<file path="src/rtl/muldiv_unit.sv">
// muldiv_unit: multi-cycle signed multiply / divide engine.
//
// A request is accepted on a rising edge where start=1 and busy=0. Operands
// are reduced to sign plus WIDTH+1-bit magnitude, one iteration runs per
// clock for WIDTH clocks, then a fix-up cycle applies the signs and writes the
// results. The fix-up edge raises done for exactly one cycle.
//
// Ports
//   clock        system clock, rising edge
//   reset        synchronous, active-high; aborts an operation without done
//   start        request, sampled only while busy=0
//   op           0 = signed multiply, 1 = signed divide (a / b)
//   operand_a    multiplicand / dividend
//   operand_b    multiplier / divisor
//   busy         operation in progress (low in the done cycle)
//   done         one-cycle pulse, results valid
//   result_hi    mul: product[2W-1:W]; div: remainder
//   result_lo    mul: product[W-1:0];  div: quotient
//   div_by_zero  set with done for a divide by zero, cleared on next accept
//   fsm_state    current FSM state (IDLE=0, CALC=1, FIX=2), debug only
//
// Handshake: start/busy is a valid/ready pair with ready = !busy. A request
// transfers on a rising edge where start=1 and busy=0; nothing else is
// sampled. done is a one-cycle valid with no back-pressure.
module muldiv_unit #(
  parameter int WIDTH = 32
) (
  input  logic             clock,
  input  logic             reset,
  input  logic             start,
  input  logic             op,
  input  logic [WIDTH-1:0] operand_a,
  input  logic [WIDTH-1:0] operand_b,
  output logic             busy,
  output logic             done,
  output logic [WIDTH-1:0] result_hi,
  output logic [WIDTH-1:0] result_lo,
  output logic             div_by_zero,
  output logic [1:0]       fsm_state
);

  typedef enum logic [1:0] {
    IDLE = 2'd0,
    CALC = 2'd1,
    FIX  = 2'd2
  } state_t;

  localparam int CW = (WIDTH > 1) ? $clog2(WIDTH) : 1;

  state_t          state;
  state_t          state_next;

  logic            op_r;
  logic            sign_a;
  logic            sign_b;
  logic [WIDTH:0]  mag_a;
  logic [WIDTH:0]  mag_b;
  logic [CW-1:0]   count;
  // acc_hi/acc_lo are the running product (mul) or remainder/quotient (div).
  logic [WIDTH:0]   acc_hi;
  logic [WIDTH-1:0] acc_lo;

  logic [WIDTH:0]   ext_a;
  logic [WIDTH:0]   ext_b;
  logic [WIDTH:0]   abs_a;
  logic [WIDTH:0]   abs_b;
  logic             last_step;

  logic [WIDTH+1:0] mul_sum;
  logic [WIDTH:0]   div_shift;
  logic [WIDTH+1:0] div_diff;

  logic [2*WIDTH-1:0] prod_mag;
  logic [2*WIDTH-1:0] prod_signed;
  logic [WIDTH-1:0]   quot_signed;
  logic [WIDTH-1:0]   rem_signed;
  logic [WIDTH-1:0]   a_raw;

  // Sign-extend by one bit so that |-2^(W-1)| fits in the magnitude.
  assign ext_a = {operand_a[WIDTH-1], operand_a};
  assign ext_b = {operand_b[WIDTH-1], operand_b};
  assign abs_a = operand_a[WIDTH-1] ? -ext_a : ext_a;
  assign abs_b = operand_b[WIDTH-1] ? -ext_b : ext_b;

  assign last_step = (count == CW'(WIDTH - 1));

  // Multiply step: conditionally add |a| into the upper half, shift right.
  assign mul_sum = {1'b0, acc_hi} + (acc_lo[0] ? {1'b0, mag_a} : '0);

  // Restoring divide step: shift the next dividend bit in, trial-subtract.
  // The remainder stays below |b| <= 2^(W-1), so the shift cannot overflow.
  assign div_shift = {acc_hi[WIDTH-1:0], acc_lo[WIDTH-1]};
  assign div_diff  = {1'b0, div_shift} - {1'b0, mag_b};

  assign prod_mag    = {acc_hi[WIDTH-1:0], acc_lo};
  assign prod_signed = (sign_a ^ sign_b) ? -prod_mag : prod_mag;
  assign quot_signed = (sign_a ^ sign_b) ? -acc_lo : acc_lo;
  assign rem_signed  = sign_a ? -acc_hi[WIDTH-1:0] : acc_hi[WIDTH-1:0];
  // Original dividend, rebuilt for the divide-by-zero result.
  assign a_raw       = sign_a ? -mag_a[WIDTH-1:0] : mag_a[WIDTH-1:0];

  assign busy      = (state != IDLE);
  assign fsm_state = state;

  always_ff @(posedge clock) begin
    if (reset) begin
      state <= IDLE;
    end else begin
      state <= state_next;
    end
  end

  always_comb begin
    state_next = state;
    case (state)
      IDLE:    if (start) state_next = CALC;
      CALC:    if (last_step) state_next = FIX;
      FIX:     state_next = IDLE;
      default: state_next = IDLE;
    endcase
  end

  always_ff @(posedge clock) begin
    if (reset) begin
      op_r        <= 1'b0;
      sign_a      <= 1'b0;
      sign_b      <= 1'b0;
      mag_a       <= '0;
      mag_b       <= '0;
      count       <= '0;
      acc_hi      <= '0;
      acc_lo      <= '0;
      done        <= 1'b0;
      result_hi   <= '0;
      result_lo   <= '0;
      div_by_zero <= 1'b0;
    end else begin
      done <= 1'b0;
      case (state)
        IDLE: begin
          if (start) begin
            op_r        <= op;
            sign_a      <= operand_a[WIDTH-1];
            sign_b      <= operand_b[WIDTH-1];
            mag_a       <= abs_a;
            mag_b       <= abs_b;
            count       <= '0;
            acc_hi      <= '0;
            // Multiply shifts the multiplier out; divide shifts the dividend.
            acc_lo      <= op ? abs_a[WIDTH-1:0] : abs_b[WIDTH-1:0];
            div_by_zero <= 1'b0;
          end
        end
        CALC: begin
          count <= count + 1'b1;
          if (!op_r) begin
            acc_hi <= mul_sum[WIDTH+1:1];
            acc_lo <= {mul_sum[0], acc_lo[WIDTH-1:1]};
          end else if (!div_diff[WIDTH+1]) begin
            acc_hi <= div_diff[WIDTH:0];
            acc_lo <= {acc_lo[WIDTH-2:0], 1'b1};
          end else begin
            acc_hi <= div_shift;
            acc_lo <= {acc_lo[WIDTH-2:0], 1'b0};
          end
        end
        FIX: begin
          done <= 1'b1;
          if (!op_r) begin
            result_hi <= prod_signed[2*WIDTH-1:WIDTH];
            result_lo <= prod_signed[WIDTH-1:0];
          end else if (mag_b == '0) begin
            result_hi   <= a_raw;
            result_lo   <= '1;
            div_by_zero <= 1'b1;
          end else begin
            result_hi <= rem_signed;
            result_lo <= quot_signed;
          end
        end
        default: ;
      endcase
    end
  end

endmodule

</file>
<file path="config.mk">
export PLATFORM = sky130hd
export DESIGN_NAME = muldiv_unit
export DESIGN_NICKNAME = d
export VERILOG_FILES = /design/src/rtl/muldiv_unit.sv
export SDC_FILE = /design/constraint.sdc
export NUM_CORES = 1
export LEC_CHECK = 0
export ABC_CLOCK_PERIOD_IN_PS = 4500
export CORE_ASPECT_RATIO = 0.6
export CORE_UTILIZATION = 54
export DETAILED_ROUTE_END_ITERATION = 10
export DONT_BUFFER_PORTS = 1
export HOLD_SLACK_MARGIN = 0.03
export MAX_ROUTING_LAYER = met4
export PLACE_DENSITY = 0.69
export SLEW_MARGIN = 20
export SYNTH_ARGS = -nofsm -noshare
export SYNTH_HDL_FRONTEND = slang
export SYNTH_SLANG_ARGS = --single-unit
</file>
<file path="constraint.sdc">
create_clock -name clock -period 4.5 [get_ports clock]
set_input_delay 1.35 -clock clock [delete_from_list [all_inputs] [get_ports clock]]
set_output_delay 1.35 -clock clock [all_outputs]
set_load 0.005 [all_outputs]
</file>
==> impl_metrics.toml <==
[global_routing]
top_usage_layer = "met1"
met1_usage = 0.6087
grt.met3_usage = 0.09981
grt_pass1_vias = 14030
grtUsageMet2 = 0.4671
grt_overflow = 0
grt_pass1_wl_microns = 88200
grt_usage = 0.3843
grt_max_degree = 182
antenna_found_initial = 0

[setup_path]
cp_slowest_cell = "nor4_1"
required_ns = 4.89
start_kind = "flip-flop"
cp_max_fo = 9
max_stage_delay_ns = 0.70
crit_buf_inv = 0
reg2reg_to = "result_hi[26]$_SDFFE_PP0P_"
crit_type = "reg2reg"
reg2reg_depth = 9
crit_start = "acc_lo[13]$_SDFFE_PP0P_"
arrival_ns = 4.20
endpoint_kind = "flip-flop"
path_cells = "nor4_1 > nand4_1 > nor4_2 > nand2_1 > o21ai_0 > xor2_1 > nor2_1 > a211oi_1 > nor3_1"
rrSetupSlack_ns = 0.69
critPathTopFamily = "simple AND/OR/NAND/NOR gates"
crit-reg2reg-launch = "acc_lo[13]$_SDFFE_PP0P_"

[cts]
root_buffer = "clkbuf_16"
clkSinkCount = 207
cts_made_buffers = 23
cts_max_path_buffers = 3
cts_resized = 0
insertion_delay_ns = 0.53
cts_hold_buf = 0
htree_levels = 1
cts_setup_buffers = 0
path_clk_slew_ns = 0.07
cts_tree = "yes"

[logic_synthesis]
synth_area_sq_mm = 0.01648
synthMuxAreaShare = 0.03947
synth.avg_cell_area_sq_um = 7.505
synthTopCellsByArea = "dfxtp_1, xor2_1, a211oi_1, xnor2_1, ha_1"
synth_top_family_by_area = "compound AO/OA/AOI/OAI gates"
synth_common_cells = "nor2_1, dfxtp_1, nand2_1"
synth_edf_count = 0
post_synth_fa_ha_maj_area_fraction = 0.05785
synth_seq_cells = 207
synth-xor-area-share = 0.1228
synth-async-reset-ratio = 0
synthMostInstantiatedCell = "nor2_1"
synth_top_cell_area_share = 0.2514
syn_nets = 2339
synthFlopType = "dfxtp_1"
synth_compound_area_frac = 0.2751
synth_top_area_cell = "dfxtp_1"
synthSimpleGateAreaFrac = 0.1962
yosysWarningCount = 0
yosys.cell_types.count = 72
synth_seq_area_share = 0.2514
syn_inst = 2196

[drt]
drt-vias-per-instance = 6.640
first_pass_iters = 5
wirelength_microns = 59830
remaining_drc_errors = 0
dr.first_iter.drc_count = 2266
vias = 16630
wire_per_inst_microns = 23.88
antenna_left = 0

[sta]
hold_ws_ns = 0.4698
worst_slew_pin_slew_ns = 1.034
post-route-period-util = 0.8466
setup_viol = 0
relSlewSlack = 0.3081
hold_viol_final = 0
layout_setup_ws_ns = 0.6905
finalMaxSlewViolations = 0
finClkSkew_ns = 0.01679
post-route-min-period_ns = 3.810
rsz0062_at_grt = "no"
max_clock_freq_mhz = 262.5
setup_tns_ns = 0

[worst_hold_path]
hp-start = "result_hi[6]$_SDFFE_PP0P_"
min_to = "result_hi[6]$_SDFFE_PP0P_"
min_path_cells = 2
hold_class = "reg2reg"

[finish]
drive_above_1_share = 0.05293
diodes = 0
regArea_sq_mm = 0.004149
multi_input_area_sq_mm = 0.01146
nFillCells = 2805
area_growth_pct = 6.240
layout.nets = 2224

[placement]
port_buffers = 0
pre_cts_slack_ns = 0.4568
dp_hpwl_microns = 45870
routabilityCongestion = 1.002

[die]
start_util = 0.5498
dieArea_sq_mm = 0.03125
rows = 49
fp.dieW_microns = 227.5
core_area_sq_mm = 0.02998
die_h_microns = 137.3
io-pin-count = 137

[status]
outcome = "completed"

[pwr]
power.total_mw = 5.618
p_sw_mw = 1.868
p_sw_frac = 0.3325
powerDensity_mw_per_mm2 = 320.8
clockPowerShare = 0.377
intPower_mw = 3.750
p_leak_nw = 6.627
p_seq_frac = 0.378
power_frac_comb = 0.245
peakVddDrop_uv = 258.5

[job]
maxCapViolations = 0
==> placed cells by master, fill, tap and decap left out, types with 16 or more instances in the layout <==
master / netlist / routed
nor2_1: 223 / 223
dfxtp_1: 207 / 205
nand2_1: 194 / 193
a21oi_1: 164 / 163
a211oi_1: 134 / 134
o21ai_0: 132 / 132
xor2_1: 124 / 123
xnor2_1: 107 / 106
inv_1: 76 / 76
ha_1: 73 / 73
mux2i_1: 56 / 56
o211ai_1: 47 / 47
nor3_1: 42 / 40
and2_1: 38 / 37
o31ai_1: 37 / 37
nor4_1: 33 / 33
buf_4: 0 / 33
nand3_1: 32 / 32
o41ai_1: 24 / 24
a21o_1: 24 / 24
clkbuf_16: 0 / 23
nor2b_1: 21 / 19
a31oi_1: 18 / 18
or4_1: 17 / 17
a22oi_1: 17 / 17
nand4_1: 16 / 16
==> power by group through the flow <==
| stage | Clock, mW | Combinational, mW | Sequential, mW |
|---|---|---|---|
| after floorplan | 0 | 1.06 | 2.04 |
| after CTS | 2.12 | 1.34 | 2.11 |
| final | 2.12 | 1.38 | 2.12 |
| after global placement | 0 | 1.32 | 2.15 |
| after global routing | 2.20 | 1.50 | 2.13 |
| after detailed placement | 0 | 1.33 | 2.15 |
==> state kept, by name, indices dropped and copies added (netlist names), 2 cells and up <==
name,cells
acc_hi,33
mag_a,33
mag_b,33
acc_lo,32
result_hi,32
result_lo,32
count,5
fsm_state,2
==> worst max path at each step <==
stage / endpoint / slack, ns / depth (start not counted)
after detailed placement: acc_lo[27]$_SDFFE_PP0P_ / 0.46 / 9
after global placement: acc_lo[27]$_SDFFE_PP0P_ / 0.47 / 9
final: result_hi[26]$_SDFFE_PP0P_ / 0.69 / 9
after CTS: acc_hi[6]$_SDFFE_PP0P_ / 0.87 / 11
after global routing: result_hi[26]$_SDFFE_PP0P_ / 0.54 / 9
after floorplan: acc_lo[27]$_SDFFE_PP0P_ / 0.73 / 9
==> worst register-to-register path, cell delays in order (launching register included) <==
cell	delay, ns
dfxtp_1	0.44
nor4_1	0.70
nand4_1	0.38
nor4_2	0.63
nand2_1	0.41
o21ai_0	0.31
xor2_1	0.17
nor2_1	0.05
a211oi_1	0.51
nor3_1	0.08
==> through the flow <==
stage	cell area, sq um	utilization	instances
4_1_cts	17510	0.5841	2505
6_report	17510	0.5841	2505
2_1_floorplan	16480	-	2196
5_1_grt	17510	0.5841	2505
3_5_place_dp	16670	0.5560	2464
3_3_place_gp	16670	0.5560	2464
==> cells by family (layout without fill, tap and decap cells) <==
group / after synthesis / count (layout)
compound gates: 686 / 686
mux: 63 / 63
simple gates: 684 / 684
buf+inv: 250 / 151
xor+xnor: 231 / 231
fa+ha+maj: 75 / 75
flops: 207 / 207
==> per-layer routing <==
layer,part of all wire,vias to the layer above,routed length (microns)
met5,0,-,0
met4,0.016,0,970
met3,0.14,68,8293
met2,0.37,1011,21910
met1,0.48,7835,28660
li1,-,7720,-
==> final cells by class <==
| type | count | share of cell area |
|---|---|---|
| multi-input combinational | 1739 | 0.6542 |
| sequential | 207 | 0.2369 |
| clock buffer | 31 | 0.03744 |
| tap | 408 | 0.02915 |
| inverter | 76 | 0.01629 |
| timing repair buffer | 34 | 0.01529 |
| clock inverter | 10 | 0.01065 |
Power figures use the tool's default switching activity.
